$ cat src/rtl/qracc_tile_sequencer_pkg.sv
// Shared types for the QR accelerator tile sequencer: FSM state encoding and
// the configuration snapshot taken when a pass starts.
package qracc_tile_sequencer_pkg;

  localparam int unsigned CFG_FL_W   = 3;
  localparam int unsigned CFG_TILE_W = 16;

  typedef enum logic [2:0] {
    ST_IDLE,
    ST_LOAD,
    ST_DRAIN,
    ST_ISSUE,
    ST_WAIT,
    ST_SCALE,
    ST_WRITE,
    ST_DONE
  } tile_seq_state_t;

  typedef struct packed {
    logic [CFG_TILE_W-1:0] num_tiles;
    logic [CFG_FL_W:0]     loads;
  } tile_seq_cfg_t;

  // Rows per tile: zero means one row, anything above the loader depth is capped.
  function automatic logic [CFG_FL_W:0] clamp_loads(input logic [CFG_FL_W:0] raw);
    logic [CFG_FL_W:0] max_l;
    max_l = {1'b1, {CFG_FL_W{1'b0}}};
    if (raw == '0)
      return {{CFG_FL_W{1'b0}}, 1'b1};
    else if (raw > max_l)
      return max_l;
    else
      return raw;
  endfunction

endpackage

$ cat src/rtl/qracc_addr_gen.sv
// Base/stride address accumulator: load captures base and stride, step adds
// the stride (modulo 2^addrWidth), clear returns to zero.
module qracc_addr_gen #(
  parameter int unsigned addrWidth = 32
) (
  input  logic                 clk,
  input  logic                 rst,
  input  logic                 i_clear,
  input  logic                 i_load,
  input  logic                 i_step,
  input  logic [addrWidth-1:0] i_base,
  input  logic [addrWidth-1:0] i_stride,
  output logic [addrWidth-1:0] o_addr
);

  logic [addrWidth-1:0] r_addr;
  logic [addrWidth-1:0] r_stride;

  always_ff @(posedge clk or posedge rst) begin
    if (rst) begin
      r_addr   <= '0;
      r_stride <= '0;
    end else if (i_clear) begin
      r_addr   <= '0;
      r_stride <= '0;
    end else if (i_load) begin
      r_addr   <= i_base;
      r_stride <= i_stride;
    end else if (i_step) begin
      r_addr   <= r_addr + r_stride;
    end
  end

  assign o_addr = r_addr;

endmodule

$ cat src/rtl/qracc_tile_sequencer.sv
// Sequences one QR accelerator layer pass tile by tile: buffer rows into the
// feature loader, one MAC handshake, scaler settle, then one output write.
module qracc_tile_sequencer
  import qracc_tile_sequencer_pkg::*;
#(
  parameter int unsigned addrWidth     = 32,
  parameter int unsigned flAddrWidth   = 3,
  parameter int unsigned tileCountBits = 16,
  parameter int unsigned scalerLatency = 1
) (
  input  logic                     clk,
  input  logic                     nrst,
  input  logic                     start_i,
  input  logic                     clear_i,
  input  logic [tileCountBits-1:0] cfg_num_tiles_i,
  input  logic [flAddrWidth:0]     cfg_loads_i,
  input  logic [addrWidth-1:0]     cfg_rd_base_i,
  input  logic [addrWidth-1:0]     cfg_rd_stride_i,
  input  logic [addrWidth-1:0]     cfg_wr_base_i,
  input  logic [addrWidth-1:0]     cfg_wr_stride_i,
  output logic                     buf_rd_en_o,
  output logic [addrWidth-1:0]     buf_rd_addr_o,
  output logic                     fl_wr_en_o,
  output logic [flAddrWidth-1:0]   fl_addr_o,
  output logic                     mac_valid_o,
  input  logic                     mac_ready_i,
  input  logic                     mac_done_i,
  output logic                     buf_wr_en_o,
  output logic [addrWidth-1:0]     buf_wr_addr_o,
  output logic                     busy_o,
  output logic                     done_o,
  output logic [tileCountBits-1:0] tile_idx_o,
  output logic                     err_o
);

  localparam logic [2:0] SCL_LAT = 3'(scalerLatency);

  tile_seq_state_t          r_state;
  tile_seq_state_t          w_nxt_state;
  tile_seq_cfg_t            r_cfg;
  logic [flAddrWidth-1:0]   r_k;
  logic [2:0]               r_scl;
  logic [tileCountBits-1:0] r_tile;
  logic                     r_rd_en;
  logic                     r_fl_wr_en;
  logic [flAddrWidth-1:0]   r_fl_addr;
  logic                     r_mac_valid;
  logic                     r_wr_en;
  logic                     r_busy;
  logic                     r_done;
  logic                     r_err;

  logic                     w_start;
  logic                     w_last_row;
  logic [tileCountBits-1:0] w_tile_inc;
  logic                     w_last_tile;

  assign w_start     = start_i && !clear_i && (r_state == ST_IDLE);
  assign w_last_row  = (({1'b0, r_k} + 1'b1) == r_cfg.loads);
  assign w_tile_inc  = r_tile + 1'b1;
  assign w_last_tile = (w_tile_inc == r_cfg.num_tiles);

  always_comb begin
    w_nxt_state = r_state;
    if (clear_i) begin
      w_nxt_state = ST_IDLE;
    end else begin
      case (r_state)
        ST_IDLE:  if (start_i) w_nxt_state = (cfg_num_tiles_i == '0) ? ST_DONE : ST_LOAD;
        ST_LOAD:  if (w_last_row) w_nxt_state = ST_DRAIN;
        ST_DRAIN: w_nxt_state = ST_ISSUE;
        // mac_valid_o is high for the whole of ISSUE, so ready alone completes the transfer
        ST_ISSUE: if (mac_ready_i) w_nxt_state = ST_WAIT;
        ST_WAIT:  if (mac_done_i) w_nxt_state = (SCL_LAT == 3'd0) ? ST_WRITE : ST_SCALE;
        ST_SCALE: if ((r_scl + 3'd1) == SCL_LAT) w_nxt_state = ST_WRITE;
        ST_WRITE: w_nxt_state = w_last_tile ? ST_DONE : ST_LOAD;
        ST_DONE:  w_nxt_state = ST_IDLE;
        default:  w_nxt_state = ST_IDLE;
      endcase
    end
  end

  always_ff @(posedge clk or posedge nrst) begin
    if (nrst) begin
      r_state     <= ST_IDLE;
      r_cfg       <= '0;
      r_k         <= '0;
      r_scl       <= '0;
      r_tile      <= '0;
      r_rd_en     <= 1'b0;
      r_fl_wr_en  <= 1'b0;
      r_fl_addr   <= '0;
      r_mac_valid <= 1'b0;
      r_wr_en     <= 1'b0;
      r_busy      <= 1'b0;
      r_done      <= 1'b0;
      r_err       <= 1'b0;
    end else begin
      r_state     <= w_nxt_state;
      r_rd_en     <= (w_nxt_state == ST_LOAD);
      r_mac_valid <= (w_nxt_state == ST_ISSUE);
      r_wr_en     <= (w_nxt_state == ST_WRITE);
      r_done      <= (w_nxt_state == ST_DONE);
      r_busy      <= (w_nxt_state != ST_IDLE);
      // Loader write trails the buffer read by its one-cycle latency
      r_fl_wr_en  <= r_rd_en && !clear_i;
      r_fl_addr   <= r_k;
      r_k         <= ((r_state == ST_LOAD) && (w_nxt_state == ST_LOAD)) ? r_k + 1'b1 : '0;
      r_scl       <= (r_state == ST_SCALE) ? r_scl + 3'd1 : 3'd0;

      if (w_start) begin
        r_cfg.num_tiles <= cfg_num_tiles_i;
        r_cfg.loads     <= clamp_loads(cfg_loads_i);
        r_tile          <= '0;
      end else if ((r_state == ST_WRITE) && !clear_i && !w_last_tile) begin
        r_tile <= w_tile_inc;
      end

      if (mac_done_i && (r_state != ST_WAIT))
        r_err <= 1'b1;
      else if (w_start)
        r_err <= 1'b0;
    end
  end

  // Row pointer runs contiguously across tiles; write pointer steps once per tile
  qracc_addr_gen #(.addrWidth(addrWidth)) u_rd_gen (
    .clk      (clk),
    .rst      (nrst),
    .i_clear  (clear_i),
    .i_load   (w_start),
    .i_step   (r_state == ST_LOAD),
    .i_base   (cfg_rd_base_i),
    .i_stride (cfg_rd_stride_i),
    .o_addr   (buf_rd_addr_o)
  );

  qracc_addr_gen #(.addrWidth(addrWidth)) u_wr_gen (
    .clk      (clk),
    .rst      (nrst),
    .i_clear  (clear_i),
    .i_load   (w_start),
    .i_step   (r_state == ST_WRITE),
    .i_base   (cfg_wr_base_i),
    .i_stride (cfg_wr_stride_i),
    .o_addr   (buf_wr_addr_o)
  );

  assign buf_rd_en_o = r_rd_en;
  assign fl_wr_en_o  = r_fl_wr_en;
  assign fl_addr_o   = r_fl_addr;
  assign mac_valid_o = r_mac_valid;
  assign buf_wr_en_o = r_wr_en;
  assign busy_o      = r_busy;
  assign done_o      = r_done;
  assign tile_idx_o  = r_tile;
  assign err_o       = r_err;

endmodule

$ cat config.mk
export PLATFORM = sky130hd
export DESIGN_NAME = qracc_tile_sequencer
export DESIGN_NICKNAME = d
export VERILOG_FILES = /design/src/rtl/qracc_tile_sequencer_pkg.sv /design/src/rtl/qracc_addr_gen.sv /design/src/rtl/qracc_tile_sequencer.sv
export SDC_FILE = /design/constraint.sdc
export NUM_CORES = 1
export LEC_CHECK = 0
export CELL_PAD_IN_SITES_DETAIL_PLACEMENT = 1
export CELL_PAD_IN_SITES_GLOBAL_PLACEMENT = 2
export CORE_AREA = 2 2 218 198
export CTS_BUF_LIST = sky130_fd_sc_hd__clkbuf_16
export DETAILED_ROUTE_END_ITERATION = 16
export DIE_AREA = 0 0 220 200
export PLACE_DENSITY = 0.78
export SKIP_CTS_REPAIR_TIMING = 1
export SLEW_MARGIN = 20
export SYNTH_ARGS = -nofsm -noshare
export SYNTH_HDL_FRONTEND = slang
export SYNTH_SLANG_ARGS = --single-unit
$ cat constraint.sdc
create_clock -name clk -period 6.03 [get_ports clk]
set_input_delay 0.9045 -clock clk [delete_from_list [all_inputs] [get_ports clk]]
set_output_delay 0.9045 -clock clk [all_outputs]
set_load 0.005 [all_outputs]
==> metrics list <==
- Initial standard-cell utilization of the core: 0.2687
- Of the synthesized area, sequential elements account for 0.4100.
* Worst hold stages: 0
- Detailed route wirelength on metal2: between 15 and 20 mm
- The number of failing hold endpoints at the final stage is 0.
- The routed design uses 2.222 mm of met3 wire.
* Power density relative to cell area: roughly 370 mW/mm^2
- Critical Path Source Type: flip-flop
* Detailed placement HPWL: 28.28 mm
- The detailed router put a total of 18.28 mm of wire on met1.
* DRT antenna net count: 0
* Layout fillers: approximately 4900
* Count of flip-flops with a built-in enable after synthesis: 0
- The congestion estimate from routability-driven global placement came to roughly 0.84.
- The flow ran to the end, and the final reports show no timing, DRC or antenna violations.
* Leading post-synthesis cells by cell area: dfrtp_1 41%, nand2_1 9.7%, ha_1 7.4%
* Share of layout cells above drive strength 1: 0.04031
- Leakage: 6.456 nW
* Clock tree from TritonCTS: built
* Yosys warning total: 0
* Worst Hold End: fl_addr_o[1]$_DFF_PP0_
* Psw: ~2.2 mW
* # clock sinks: approximately 180
- Path class of the lowest-slack min-delay path: flip-flop to flip-flop
* Total internal power: 3.190 mW
- Clock latency on the worst-skew pair, taken at its later pin, is around 0.46 ns.
* Clock share of power: 0.213
* Count of standard-cell rows: 71
- The via count of the first global-routing pass is 11221.
- Die Footprint: approximately 0.044 mm^2
- The pre-antenna-repair detailed-routing pass consisted of 5 iterations.
* Horizontal die dimension: 220 um
* Share of total power in sequential cells: 0.342
- Number of synthesized register bits: 183
- The mapped netlist covers 0.01117 mm^2.
- Remaining routing DRC violations: 0
* Switching Fraction: 0.4095
- At the pin with the least slew margin, the transition time is around 1.0 ns.
- The number of nets in the synthesized netlist is about 1500.
* Most used DFF post-synth: dfrtp_1
- The cell sitting at the root of the clock tree is a clkbuf_16.
- Largest buffer count on any clock path: 2
- The highest layer touched by signal routing is met5.
* Number of violations of the max-capacitance limit: 0
- Per-cell routed wire length: roughly 19 um
- The initial antenna violation count came to 2.
- Entering global routing, the biggest net connects 88 pins.
- Across all layers, the routed design uses about 11000 vias.
- During I/O placement, the number of pins put on the boundary was approximately 240.
* Final Max Slew Viols: 0
- Input and output buffers added on the ports amount to approximately 240.
- The netlist uses 74 different library cells.
* Type of destination of the critical path: flip-flop
* Capturing point of the worst reg2reg path: tile_idx_o[11]$_DFFE_PP0P_
* Launch point of the worst reg-to-reg path: tile_idx_o[0]$_DFFE_PP0P_
- Number of clock buffers inserted by TritonCTS: 17
- The worst hold path begins at r_k[1]$_DFF_PP0_.
- Worst clock skew: around 0.0084 ns
- Number of vias per cell: around 5.1
- Of the post-synthesis cell area, the dominant cell type holds 0.4100.
* Total Wirelength: 39.53 mm
- In the global route stage, overall resource usage came out at 0.1831.
* Die outline height: roughly 200 um
* Time the worst path needs with I/O delays and setup: about 4.0 ns
- Maximum achievable frequency: between 0.2 and 0.3 GHz
- Number of cells produced by synthesis: 1321
- After synthesis, the share of flip-flops with an asynchronous set or reset is 1.000.
- First-pass GRT wire length: 62.62 mm
- Measured in cells, the most critical reg-to-reg path has a length of 11.
* Worst Path Arrival: between 4 and 5 ns
- The H-tree was split into 4 levels.
* Worst EP required: around 6.4 ns
- The floorplan step defined a core boundary enclosing between 0.04 and 0.05 mm^2.
- Dividing the final minimum period by the clock period gives 0.6626.
- The area growth from synthesis to layout is 31.63%.
* Final setup vio count: 0
* Reg-to-reg slack, setup: 2.03 ns
- Pre-CTS WS: around 2.1 ns
- Layout net count: around 1700
- Leading area contributor after synthesis: dfrtp_1
- Of the total power, combinational logic draws 0.444.
* Leftover overflow at the end of global routing: 0
- Relative max-transition margin: 0.3192
- The average instance in the mapped netlist occupies between 8 and 9 um^2.
- The setup path with the least slack is of type flip-flop to flip-flop.
- CP max FO: 21
- The library cell used most frequently in the layout, excluding fill and tap cells, is nand2_1.
- In the layout the commonest cells are 287 x nand2_1, 242 x clkdlybuf4s50_1, 183 x dfrtp_1.
* RSZ-0062 raised after global routing: no
- The worst-case IR drop observed on VDD is 0.0001652 V.
- Across all setup checks in the final design, the least slack found is 2.034 ns.
- Clock-pin slew was measured on the worst setup and hold paths at approximately 0.070 ns.
* Final-layout setup total negative slack: 0 ns
* Initial drt markers: 439
## cells in the mapped netlist (8+ instances only)
cell type,count
nand3_1,22
o31ai_1,9
xor2_1,30
nor2_1,87
nor2b_1,11
o21ai_0,62
nor3_1,26
a31oi_1,13
dfrtp_1,183
clkbuf_1,56
o21ai_1,23
a21o_1,27
inv_1,29
ha_1,66
nor4_1,9
and3_1,10
xnor2_1,43
and2_1,9
a311oi_1,15
a21oi_1,142
nand2b_1,8
nand2_1,288
a211oi_1,13
a22oi_1,17
## critical path, cell delays in order, from the launching register on
cell and delay (ns):
dfrtp_1 0.45, ha_1 0.28, nand3_1 0.26, nor2_1 0.15, nor4_1 0.30, a31oi_1 0.07
or3_1 0.37, nor4_4 0.74, nor2_2 0.37, nor2_2 0.64, a21o_1 0.15, a22o_1 0.14
## metal layers
| layer | track usage | vias to the layer above |
|---|---|---|
| met5 | 0 | - |
| met4 | 0.05245 | 2 |
| met3 | 0.04545 | 40 |
| met2 | 0.2978 | 204 |
| met1 | 0.2413 | 5229 |
| li1 | - | 5074 |
## through the flow
stage,cell area [um^2],util,std cells,power (mW),hold slack (ns)
after floorplan,11170,-,1321,3.281,0.3778
final,14700,0.3536,2086,5.402,0.4144
after global placement,14120,0.3397,2053,4.223,0.4087
after CTS,14700,0.3536,2085,5.479,0.4223
after global routing,14700,0.3536,2085,5.837,0.4333
after detailed placement,14120,0.3397,2053,4.283,0.4060
## how the worst max path moves through the flow
stage / from / endpoint / depth (start not counted)
6_report: tile_idx_o[0]$_DFFE_PP0P_ / tile_idx_o[11]$_DFFE_PP0P_ / 11
5_1_grt: tile_idx_o[0]$_DFFE_PP0P_ / tile_idx_o[8]$_DFFE_PP0P_ / 11
3_3_place_gp: tile_idx_o[0]$_DFFE_PP0P_ / tile_idx_o[0]$_DFFE_PP0P_ / 10
4_1_cts: tile_idx_o[3]$_DFFE_PP0P_ / tile_idx_o[8]$_DFFE_PP0P_ / 10
2_1_floorplan: nrst / buf_rd_en_o$_DFF_PP0_ / 1
3_5_place_dp: tile_idx_o[2]$_DFFE_PP0P_ / tile_idx_o[8]$_DFFE_PP0P_ / 10
## final cells by class
| cell class | count | area, um^2 | share of cell area |
|---|---|---|---|
| timing repair buffer | 253 | 2505 | 0.1704 |
| antenna | 1 | 2.502 | 0.0001702 |
| tap | 547 | 684.4 | 0.04655 |
| sequential | 183 | 4579 | 0.3115 |
| multi-input combinational | 1040 | 6236 | 0.4241 |
| clock inverter | 15 | 150.1 | 0.01021 |
| clock buffer | 17 | 425.4 | 0.02893 |
| inverter | 30 | 120.1 | 0.008169 |
## power by group through the flow
| stage | Sequential (mW) | Combinational, mW | Clock, mW |
|---|---|---|---|
| after floorplan | 1.77 | 1.52 | 0 |
| after global placement | 1.86 | 2.36 | 0 |
| after detailed placement | 1.87 | 2.41 | 0 |
| after CTS | 1.85 | 2.44 | 1.19 |
| after global routing | 1.89 | 2.70 | 1.24 |
| final | 1.85 | 2.40 | 1.15 |
## cell families (layout without fill, tap and decap cells)
kind of cell	count (synthesis)	in the layout	share of synthesized area
AOI/OAI and AO/OA	388	388	0.2171
other	0	1	0
adders and majority gates	68	68	0.07752
and+or+nand+nor	508	508	0.2014
DFF	183	183	0.4100
buffers and inverters	98	315	0.03394
xor gates and xnor gates	73	73	0.05724
muxes	3	3	0.002800
## sequential cells by signal (all words and copies together), names as in the netlist
name / count
u_rd_gen.o_addr: 32
u_rd_gen.r_stride: 32
u_wr_gen.o_addr: 32
u_wr_gen.r_stride: 32
r_cfg: 20
tile_idx_o: 16
fl_addr_o: 3
r_k: 3
r_scl: 3
r_state: 3
buf_rd_en_o: 1
buf_wr_en_o: 1
busy_o: 1
done_o: 1
err_o: 1
fl_wr_en_o: 1
mac_valid_o: 1
No activity file was read; power rests on OpenSTA's default activity.
